==> config.mk <==
export PLATFORM = sky130hd
export DESIGN_NAME = cpu_bus_sched
export DESIGN_NICKNAME = d
export VERILOG_FILES = /design/src/rtl/cpu_bus_sched.sv
export SDC_FILE = /design/constraint.sdc
export NUM_CORES = 1
export LEC_CHECK = 0
export CAP_MARGIN = 20
export CORE_MARGIN = 1
export CORE_UTILIZATION = 38
export DETAILED_ROUTE_END_ITERATION = 8
export PLACE_DENSITY = 0.85
export SETUP_SLACK_MARGIN = 0.05
export SLEW_MARGIN = 20
export SYNTH_ARGS = -nofsm -noshare
export SYNTH_HDL_FRONTEND = slang
export SYNTH_SLANG_ARGS = --single-unit
export TNS_END_PERCENT = 30
==> constraint.sdc <==
create_clock -name MCLK -period 2.9 [get_ports MCLK]
set_input_delay 0.58 -clock MCLK [delete_from_list [all_inputs] [get_ports MCLK]]
set_output_delay 0.58 -clock MCLK [all_outputs]
set_load 0.03 [all_outputs]
==> src/rtl/cpu_bus_sched.sv <==
// Round-robin scheduler granting three CPU cores access to one shared device bus.
// Optional bus timeout enabled by defining ARB_TIMEOUT_EN.
module cpu_bus_sched #(
  parameter int AW  = 16,
  parameter int DW  = 8,
  parameter int TMO = 63
) (
  input  logic            MCLK,
  input  logic            RST_N,
  input  logic [2:0]      REQ,
  input  logic [2:0]      REQ_WR,
  input  logic [3*AW-1:0] REQ_AD,
  input  logic [3*DW-1:0] REQ_DO,
  output logic [2:0]      ACK,
  output logic [DW-1:0]   RDATA,
  output logic [2:0]      GNT,
  output logic            ERR,
  output logic [AW-1:0]   DEV_AD,
  output logic            DEV_RD,
  output logic            DEV_WR,
  output logic [DW-1:0]   DEV_DI,
  input  logic            DEV_DV,
  input  logic [DW-1:0]   DEV_DO
);

  typedef enum logic [1:0] {IDLE, BUSY, DONE} state_t;

  state_t          state_q, state_d;
  logic [1:0]      last_q, last_d;
  logic [1:0]      own_q, own_d;
  logic [2:0]      gnt_q, gnt_d;
  logic [2:0]      ack_q, ack_d;
  logic            err_q, err_d;
  logic [DW-1:0]   rdata_q, rdata_d;
  logic [AW-1:0]   dev_ad_q, dev_ad_d;
  logic            dev_rd_q, dev_rd_d;
  logic            dev_wr_q, dev_wr_d;
  logic [DW-1:0]   dev_di_q, dev_di_d;

  logic [1:0]      pick;
  logic            pick_vld;
  logic [1:0]      cand;
  logic            tmo_hit;

`ifdef ARB_TIMEOUT_EN
  localparam int CW = $clog2(TMO + 1);
  logic [CW-1:0]   cnt_q, cnt_d;
  assign tmo_hit = (state_q == BUSY) && !DEV_DV && (cnt_q == CW'(TMO - 1));
`else
  assign tmo_hit = 1'b0;
`endif

  function automatic logic [1:0] inc3(input logic [1:0] x);
    return (x >= 2'd2) ? 2'd0 : x + 2'd1;
  endfunction

  // Search order starts one past the last served core, so the last winner goes to the back.
  always_comb begin
    pick     = 2'd0;
    pick_vld = 1'b0;
    cand     = inc3(last_q);
    for (int i = 0; i < 3; i++) begin
      if (!pick_vld && REQ[cand]) begin
        pick     = cand;
        pick_vld = 1'b1;
      end
      cand = inc3(cand);
    end
  end

  always_comb begin
    state_d  = state_q;
    last_d   = last_q;
    own_d    = own_q;
    gnt_d    = gnt_q;
    ack_d    = ack_q;
    err_d    = err_q;
    rdata_d  = rdata_q;
    dev_ad_d = dev_ad_q;
    dev_rd_d = dev_rd_q;
    dev_wr_d = dev_wr_q;
    dev_di_d = dev_di_q;
`ifdef ARB_TIMEOUT_EN
    cnt_d    = cnt_q;
`endif
    case (state_q)
      IDLE: begin
        gnt_d    = 3'b000;
        ack_d    = 3'b000;
        err_d    = 1'b0;
        dev_rd_d = 1'b0;
        dev_wr_d = 1'b0;
        if (pick_vld) begin
          own_d    = pick;
          gnt_d    = 3'b001 << pick;
          dev_ad_d = REQ_AD[pick*AW +: AW];
          dev_di_d = REQ_DO[pick*DW +: DW];
          dev_wr_d = REQ_WR[pick];
          dev_rd_d = !REQ_WR[pick];
          state_d  = BUSY;
`ifdef ARB_TIMEOUT_EN
          cnt_d    = '0;
`endif
        end
      end
      BUSY: begin
        if (DEV_DV || tmo_hit) begin
          if (!DEV_DV) begin
            rdata_d = '1;
          end else if (dev_rd_q) begin
            rdata_d = DEV_DO;
          end
          ack_d    = 3'b001 << own_q;
          err_d    = !DEV_DV;
          dev_rd_d = 1'b0;
          dev_wr_d = 1'b0;
          last_d   = own_q;
          state_d  = DONE;
        end else begin
`ifdef ARB_TIMEOUT_EN
          cnt_d = cnt_q + 1'b1;
`endif
        end
      end
      DONE: begin
        ack_d   = 3'b000;
        gnt_d   = 3'b000;
        err_d   = 1'b0;
        state_d = IDLE;
      end
      default: state_d = IDLE;
    endcase
  end

  always_ff @(posedge MCLK) begin
    if (!RST_N) begin
      state_q  <= IDLE;
      last_q   <= 2'd2;
      own_q    <= 2'd0;
      gnt_q    <= 3'b000;
      ack_q    <= 3'b000;
      err_q    <= 1'b0;
      rdata_q  <= '0;
      dev_ad_q <= '0;
      dev_rd_q <= 1'b0;
      dev_wr_q <= 1'b0;
      dev_di_q <= '0;
`ifdef ARB_TIMEOUT_EN
      cnt_q    <= '0;
`endif
    end else begin
      state_q  <= state_d;
      last_q   <= last_d;
      own_q    <= own_d;
      gnt_q    <= gnt_d;
      ack_q    <= ack_d;
      err_q    <= err_d;
      rdata_q  <= rdata_d;
      dev_ad_q <= dev_ad_d;
      dev_rd_q <= dev_rd_d;
      dev_wr_q <= dev_wr_d;
      dev_di_q <= dev_di_d;
`ifdef ARB_TIMEOUT_EN
      cnt_q    <= cnt_d;
`endif
    end
  end

  assign GNT    = gnt_q;
  assign ACK    = ack_q;
  assign ERR    = err_q;
  assign RDATA  = rdata_q;
  assign DEV_AD = dev_ad_q;
  assign DEV_RD = dev_rd_q;
  assign DEV_WR = dev_wr_q;
  assign DEV_DI = dev_di_q;

endmodule

### Yosys cells after proc, flatten, opt, wreduce, memory -nomap -nowiden

Cells that the tools add are included.

* bits in registers: 47
* output and inout bits: 41
* word-level logic and storage cells: 77
* bits of input ports: 89

* reductions and logical operators: 17
* eq/ne operators: 4
* $add $sub $neg: 3
* multiplexer cells: 31
* shift-type cells: 4
* magnitude comparators: 7

Operator list (number)
* $shiftx A48 B7 Y16: 1
* $shiftx A24 B6 Y8: 1
* $mux W2: 8
* $lt A2 B3 Y1 const B: 4
* $pmux W3 S2: 2
* $mux W1: 11
* $reduce_and A2 Y1: 5
* $bmux W1 S2: 4
* $add A2 B1 Y2 const B: 3
* $ge A2 B2 Y1 const B: 3
* $mux W3: 2
* $pmux W1 S2: 3
* $reduce_bool A2 Y1: 3
* $shl A1 B2 Y3 const A: 2
* $logic_not A1 Y1: 4
* $ne A2 B2 Y1 const B: 2
* $pmux W2 S2: 1
* $reduce_and A3 Y1: 1
* $eq A2 B1 Y1 const B: 1
* $eq A2 B2 Y1 const B: 1
* $logic_and A1 B1 Y1: 2
* $logic_not A2 Y1: 1
* $reduce_or A2 Y1: 1

### Depth between registers and ports, before layout

Gate-level depths: netlist of run 1.

* depth after elaboration: 16
* mapped depth: 6
* depth with buffers taken out: 4

### Worst setup path after synthesis of run 1

OpenSTA, ideal clock, no wires.

* path type: input port to flip-flop
* from: input port REQ[2]
* to: register dev_ad_q[10] (netlist: DEV_AD[10])
* arrival time: 1.522 ns
* data required time: 2.768 ns
* stages: 6
* buffers on the path: 2
* path slack: 1.245 ns
* library setup time: 0.132 ns
* path through: and2b_4 > a22o_1 > buf_6 > buf_2 > a222oi_1 > a21oi_1

* cells in the longest elaborated chain, start to end: 10
* elaborated cells between the ends (all ways): 18
* classes of those cells: shift (1); mux (12); reduce/logical (5)

Ends and longest elaborated chain
* from (decl): RTL line 10 `input logic [2:0] REQ,`
* $bmux W1 S2: RTL line 63 `if (!pick_vld && REQ[cand]) begin`
* $mux W1 (not written as such): RTL line 63
* $mux W1: RTL line 63
* $logic_not A1 Y1: RTL line 63
* $logic_and A1 B1 Y1: RTL line 63
* $mux W1: RTL line 63
* $logic_not A1 Y1: RTL line 63
* $logic_and A1 B1 Y1: RTL line 63
* $mux W2 or $mux W1 (tied branches): RTL line 63
* $shiftx A48 B7 Y16 or $reduce_and A2 Y1 (tied branches)
* to (signal assigned): RTL line 159 `dev_ad_q <= dev_ad_d;`
* to (decl): RTL line 35 `logic [AW-1:0] dev_ad_q, dev_ad_d;`

Several ways; a longest one is shown, not always the timed one. The select of a mux whose other input is x is not followed.
A chain may end at the register's enable or synchronous reset.

### Final worst setup path of run 1

* from: input port REQ[2]
* to: register dev_rd_q (netlist: DEV_RD)

* cells in the longest elaborated chain, start to end: 14
* elaborated cells between the ends (all ways): 21
* classes of those cells: mux (16); reduce/logical (5)

Ends and longest elaborated chain
* $bmux W1 S2: RTL line 63
* $mux W1 (not written as such): RTL line 63
* $mux W1: RTL line 63
* $logic_not A1 Y1: RTL line 63
* $logic_and A1 B1 Y1: RTL line 63
* $mux W1: RTL line 63
* $logic_not A1 Y1: RTL line 63
* $logic_and A1 B1 Y1: RTL line 63
* $mux W2: RTL line 63
* $bmux W1 S2: RTL line 99 `dev_rd_d = !REQ_WR[pick];`
* $mux W1 (not written as such): RTL line 99
* $logic_not A1 Y1: RTL line 99
* $mux W1 *: RTL line 93 `if (pick_vld) begin`
* $pmux W1 S2 *: RTL line 86 `case (state_q)`
* to (signal assigned): RTL line 160 `dev_rd_q <= dev_rd_d;`
* to (decl): RTL line 36 `logic dev_rd_q, dev_rd_d;`

Mark *: on every way between the ends. The rest lies on a longest branch, timed or not. The select of a mux whose other input is x is not followed.

==> results of run 1 <==
==> cells in the mapped netlist <==
cell type,count
a21oi_1,37
a22oi_1,1
buf_2,6
o21ai_2,1
nor4_1,1
a2111oi_0,1
o2bb2ai_1,1
nor3_1,2
nand2b_1,4
o2bb2ai_2,1
a31oi_1,3
nor2_1,10
nand2_1,23
clkbuf_1,13
buf_6,1
and4_1,1
nor3b_1,2
a32o_1,1
a22o_1,1
dfxtp_1,47
mux2i_1,2
o21ai_1,1
inv_1,3
nor3_4,1
or2_2,1
and2b_4,1
a2bb2oi_1,1
o21ai_0,23
a222oi_1,25
nand3b_1,1
==> metal layers <==
metal / GRT usage (%) / share of wire [%] / wire length, um / vias up
li1: - / - / - / 1075
met1: 27.2 / 39 / 2420 / 973
met2: 40.1 / 49 / 3040 / 126
met3: 7.00 / 9.2 / 564 / 17
met4: 8.33 / 2.1 / 126 / 0
met5: 0 / 0 / 0 / -
==> power by group through the flow <==
| stage | clock (mW) | sequential (mW) | combinational [mW] |
|---|---|---|---|
| after floorplan | 0 | 0.835 | 0.152 |
| after global placement | 0 | 0.743 | 0.496 |
| after detailed placement | 0 | 0.744 | 0.501 |
| after CTS | 0.475 | 0.732 | 0.503 |
| after global routing | 0.507 | 0.739 | 0.538 |
| final | 0.463 | 0.732 | 0.502 |
==> registers in the layout (all words and copies together), names as in the netlist <==
name / cells
own_q: 2
state_q: 2
DEV_WR: 1
DEV_RD: 1
last_q: 2
ACK: 3
DEV_AD: 16
GNT: 3
ERR: 1
RDATA: 8
DEV_DI: 8
==> tightest hold or removal path, cell delays in order (launching register included) <==
cell	delay, ps
dfxtp_1	310
nand2_1	50
a21oi_1	50
==> cells by family after synthesis <==
family	synth area share [%]
AO/OA/AOI/OAI	33.5
flip-flops	48.5
AND/OR/NAND/NOR	11.8
buffers and inverters	5.22
multiplexers	1.03
==> worst max path at each step <==
stage                      start         end  slack (ps)
final                     REQ[2]      DEV_RD         740
after global routing      REQ[2]   DEV_AD[7]         590
after CTS                 REQ[2]  DEV_AD[15]         770
after detailed placement  REQ[2]  DEV_AD[15]         450
after global placement    REQ[2]  DEV_AD[15]         510
after floorplan           REQ[2]  DEV_AD[10]        1250
==> cells in the final DEF, fill, tap and decap left out <==
cell type        Yosys  final
a2111oi_0            1      1
a21oi_1             37     37
a222oi_1            25     25
a22o_1               1      1
a22oi_1              1      1
a2bb2oi_1            1      1
a31oi_1              3      3
a32o_1               1      1
and2b_4              1      1
and4_1               1      1
buf_4                0      8
bufinv_16            0      1
clkbuf_1            13      1
clkbuf_8             0      5
clkdlybuf4s50_1      0    129
dfxtp_1             47     47
inv_1                3      3
mux2i_1              2      2
nand2_1             23     23
nand2b_1             4      4
nand3b_1             1      1
nor2_1              10     10
nor3_1               2      2
nor3_4               1      1
nor3b_1              2      2
nor4_1               1      1
o21ai_0             23     23
o21ai_1              1      1
o21ai_2              1      1
o2bb2ai_1            1      1
o2bb2ai_2            1      1
or2_2                1      1
==> area by class of cell <==
class	instances	area (um2)	area share, %
clock inverter	1	30.0	0.886
timing repair buffer	137	1350	39.9
inverter	3	11.3	0.332
tap	67	83.8	2.47
sequential	47	941	27.8
clock buffer	6	72.6	2.14
multi-input combinational	146	900	26.5
==> stage by stage <==
step	power, mW	instance area, um2	utilization (%)	hold WS (ps)
after global placement	1.24	3290	68.2	441
after floorplan	0.987	1940	-	484
after detailed placement	1.25	3290	68.2	445
after CTS	1.71	3390	70.4	457
after global routing	1.78	3390	70.4	477
final	1.70	3390	70.4	456
==> impl_metrics.json, run 1 <==
{
  "status": "finished clean",
  "tightest_slew_ps": 567,
  "finalHoldViolCount": 0,
  "synth_top_cell_by_area": "dfxtp_1",
  "setup_viol": 0,
  "rr_startpoint": "last_q[1]",
  "swShare_pct": 28.8,
  "synth_top_area_share_pct": 48.5,
  "p_leak_nw": 1.21,
  "numClockSinks": 47,
  "stdcell_count": 407,
  "drive_above_1_share_pct": 5.59,
  "cp.depth": 6,
  "die_h_um": 73.5,
  "seqPwrFrac_pct": 43.1,
  "layout_setup_ws_ps": 745,
  "worst_clock_skew_ps": 5.17,
  "rows": 25,
  "reg2reg_setup_slack_ps": 1190,
  "start_util_pct": 40.3,
  "grt_pass1_vias": 2066,
  "synthDistinctLibCells": 30,
  "hpwlAfterDp_um": 4530,
  "maxCapViolCount": 0,
  "synth-seq-cells": 47,
  "synth.cell_area_mm2": 0.00194,
  "ant_nets": 0,
  "vdd_ir_drop_max_v": 0.000329,
  "min_delay_path_depth": 2,
  "antenna_found_initial": 0,
  "cp_slowest_stage_delay_ps": 600,
  "maxSlewHeadroom_pct": 62.2,
  "setup_tns_ps": 0,
  "cts_tree": "done",
  "critical-path-top-delay-family": "compound AO/OA/AOI/OAI gates",
  "r2r-end": "DEV_AD[1]",
  "critPathMaxFanout": 20,
  "crit_chain": "clkdlybuf4s50_1, and2b_4, o2bb2ai_2, buf_4, a222oi_1, a32o_1",
  "port_buffers": 129,
  "power_frac_comb_pct": 29.6,
  "die_area_mm2": 0.00540,
  "grt_pass1_wl_um": 9640,
  "clkPwrFrac_pct": 27.3,
  "yosysWarnings": 0,
  "crit_required_ps": 3140,
  "root_buffer": "clkbuf_8",
  "dp_slack_ps": 453,
  "fill_cells": 405,
  "clock_latency_ps": 290,
  "areaGrowthSynthToFinish_pct": 74.5,
  "postCtsHoldBufs": 0,
  "cts_resized": 0,
  "reg2reg_depth": 5,
  "grt-ovfl-total": 0,
  "worstSetupEndpointType": "flop",
  "die_x_um": 73.5,
  "htreeDepth": 2,
  "path_class": "in2reg",
  "maxSlewViolCount": 0,
  "wl_um": 6140,
  "cts_setup_buffers": 0,
  "synth.area.top_cells": "dfxtp_1, a222oi_1, a21oi_1",
  "drc": 0,
  "clock_path_buffers": 2,
  "coreArea_mm2": 0.00482,
  "dr.pass1.iters": 9,
  "vias_per_cell": 5.38,
  "track_usage_pct": 23.2,
  "fin_crit_ps": 2160,
  "max_freq_ghz": 0.464,
  "place.gp.congestion": 0.811,
  "cpMaxStageDelayCell": "clkdlybuf4s50_1",
  "rsz0062_at_grt": "no",
  "dr.first_iter.drc_count": 236,
  "cts_buffers": 5,
  "cp_num_buf_inv": 2,
  "avgSynthCellArea_um2": 8.99,
  "hold_path_class": "reg2reg",
  "crit_path_start_kind": "primary input",
  "hp-start": "RDATA[0]",
  "synth_seq_area_share_pct": 48.5,
  "switchingPower_uw": 489,
  "fin_crit_sh_pct": 74.3,
  "p_int_mw": 1.21,
  "fin_nets": 429,
  "grt_max_degree": 29,
  "place_inst": 400,
  "wl_per_cell_um": 15.1,
  "p_per_area_mw_per_mm2": 501,
  "worst_ep_arrival_time_ps": 2390,
  "io_pins": 130,
  "syn_inst": 216,
  "synth.net_count": 305,
  "vias": 2191,
  "holdPathEnd": "RDATA[0]",
  "path_clk_slew_ps": 80,
  "antennaDiodeCount": 0
}
Note: power is estimated with default switching activity, not from simulation.
==> run 2: changes to the inputs <==
CORE_UTILIZATION = 35   (was 38)
PLACE_DENSITY = 0.79   (was 0.85)
clock period = 2.03 ns   (was 2.9 ns; I/O delays follow)
==> impl_metrics.json, run 2 (synthesized netlist as in run 1, its figures left out) <==
{
  "status": "finished clean",
  "whs_ps": 456,
  "max_freq_ghz": 0.561,
  "maxCapViolCount": 0,
  "start_util_pct": 37.1,
  "worst_clock_skew_ps": 5.01,
  "rows": 26,
  "fin_nets": 437,
  "hold_path_class": "reg2reg",
  "clock_latency_ps": 300,
  "wl_um": 6040,
  "rsz0062_at_grt": "no",
  "grt-ovfl-total": 0,
  "hpwlAfterDp_um": 4550,
  "wl_per_cell_um": 14.5,
  "p_per_area_mw_per_mm2": 683,
  "largest_reg_flops": 16,
  "maxSlewViolCount": 0,
  "switchingPower_uw": 708,
  "cts_buffers": 5,
  "crit_path_start_kind": "primary input",
  "grt_max_degree": 33,
  "antenna_found_initial": 0,
  "die_x_um": 76.5,
  "cts_tree": "done",
  "numClockSinks": 47,
  "hp-start": "RDATA[1]",
  "crit_required_ps": 2220,
  "vdd_ir_drop_max_v": 0.000376,
  "endpoint": "DEV_AD[5]",
  "clkPwrFrac_pct": 24.3,
  "crit_path_start": "REQ[2]",
  "fin_crit_sh_pct": 87.8,
  "seqPwrFrac_pct": 44.2,
  "p_int_mw": 1.66,
  "track_usage_pct": 20.8,
  "root_buffer": "clkbuf_8",
  "finalHoldViolCount": 0,
  "tightest_slew_ps": 490,
  "port_buffers": 129,
  "setup_viol": 0,
  "postCtsHoldBufs": 0,
  "grt_pass1_vias": 2099,
  "htreeDepth": 2,
  "final_util_pct": 66.1,
  "reg2reg_depth": 5,
  "areaGrowthSynthToFinish_pct": 78.4,
  "p_leak_nw": 1.26,
  "swShare_pct": 30.0,
  "grt_pass1_wl_um": 9690,
  "rr_startpoint": "last_q[1]",
  "layout_setup_ws_ps": 248,
  "path_class": "in2reg",
  "vias_per_cell": 5.30,
  "final_common_cell": "clkdlybuf4s50_1",
  "dp_slack_ps": -61.2,
  "reg2reg_setup_slack_ps": 450,
  "power_frac_comb_pct": 31.5,
  "drc": 0,
  "die_h_um": 76.5,
  "antennaDiodeCount": 0,
  "cts_resized": 0,
  "worstSetupEndpointType": "flop",
  "path_clk_slew_ps": 90,
  "critPathMaxFanout": 9,
  "cts_setup_buffers": 0,
  "die_area_mm2": 0.00585,
  "maxSlewHeadroom_pct": 67.2,
  "r2r-end": "DEV_AD[5]",
  "dr.pass1.iters": 8,
  "coreArea_mm2": 0.00524,
  "io_pins": 130,
  "place.gp.congestion": 0.732,
  "worst_ep_arrival_time_ps": 1970,
  "vias": 2216,
  "dr.first_iter.drc_count": 223,
  "clock_path_buffers": 2,
  "final_cell_mix": "clkdlybuf4s50_1, dfxtp_1, a21oi_1, a222oi_1",
  "ant_nets": 0,
  "fin_crit_ps": 1780,
  "drive_above_1_share_pct": 8.05
}
[run 2: how the worst min path moves through the flow]
stage / endpoint / slack [ps] / cells after the start
5_1_grt: RDATA[2] / 480 / 2
3_5_place_dp: RDATA[1] / 450 / 2
3_3_place_gp: RDATA[4] / 440 / 2
6_report: RDATA[1] / 460 / 2
2_1_floorplan: own_q[1] / 480 / 2
4_1_cts: RDATA[1] / 460 / 2
[run 2: per-stage QoR]
step	TNS, ps	instance area, um2	cells	power [mW]
finish	0	3460	418	2.36
global route	0	3460	418	2.48
CTS	0	3460	418	2.38
detailed placement	-224	3380	411	1.81
global placement	-1.49	3380	411	1.80
floorplan	0	1940	216	1.41
[run 2: layout make-up]
cell class,count,area [um2]
inverters,3,11.3
repair buffers,145,1440
clock inverters,1,5.00
clock buffers,6,82.6
flip-flops and latches,47,941
fillers,432,1770
multi-input cells,146,900
well taps,70,87.6
[run 2: metal layers]
layer,global-route usage (%),routed length [um],share of wire [%],vias up
met4,8.08,133,2.2,0
met1,23.3,2380,39,994
met2,35.4,2920,48,114
li1,-,-,-,1091
met3,8.14,614,10,17
met5,0,0,0,-
[run 2: critical path: stages]
cell	delay, ps
clkdlybuf4s50_1	490
and2b_4	210
a22o_1	250
buf_4	190
a222oi_1	290
a21oi_1	130
[run 2: power groups by stage]
stage | Clock (mW) | Combinational [mW] | Sequential (mW)
floorplan | 0 | 0.218 | 1.19
global placement | 0 | 0.735 | 1.07
detailed placement | 0 | 0.743 | 1.07
CTS | 0.592 | 0.747 | 1.05
global route | 0.624 | 0.795 | 1.06
finish | 0.575 | 0.744 | 1.04
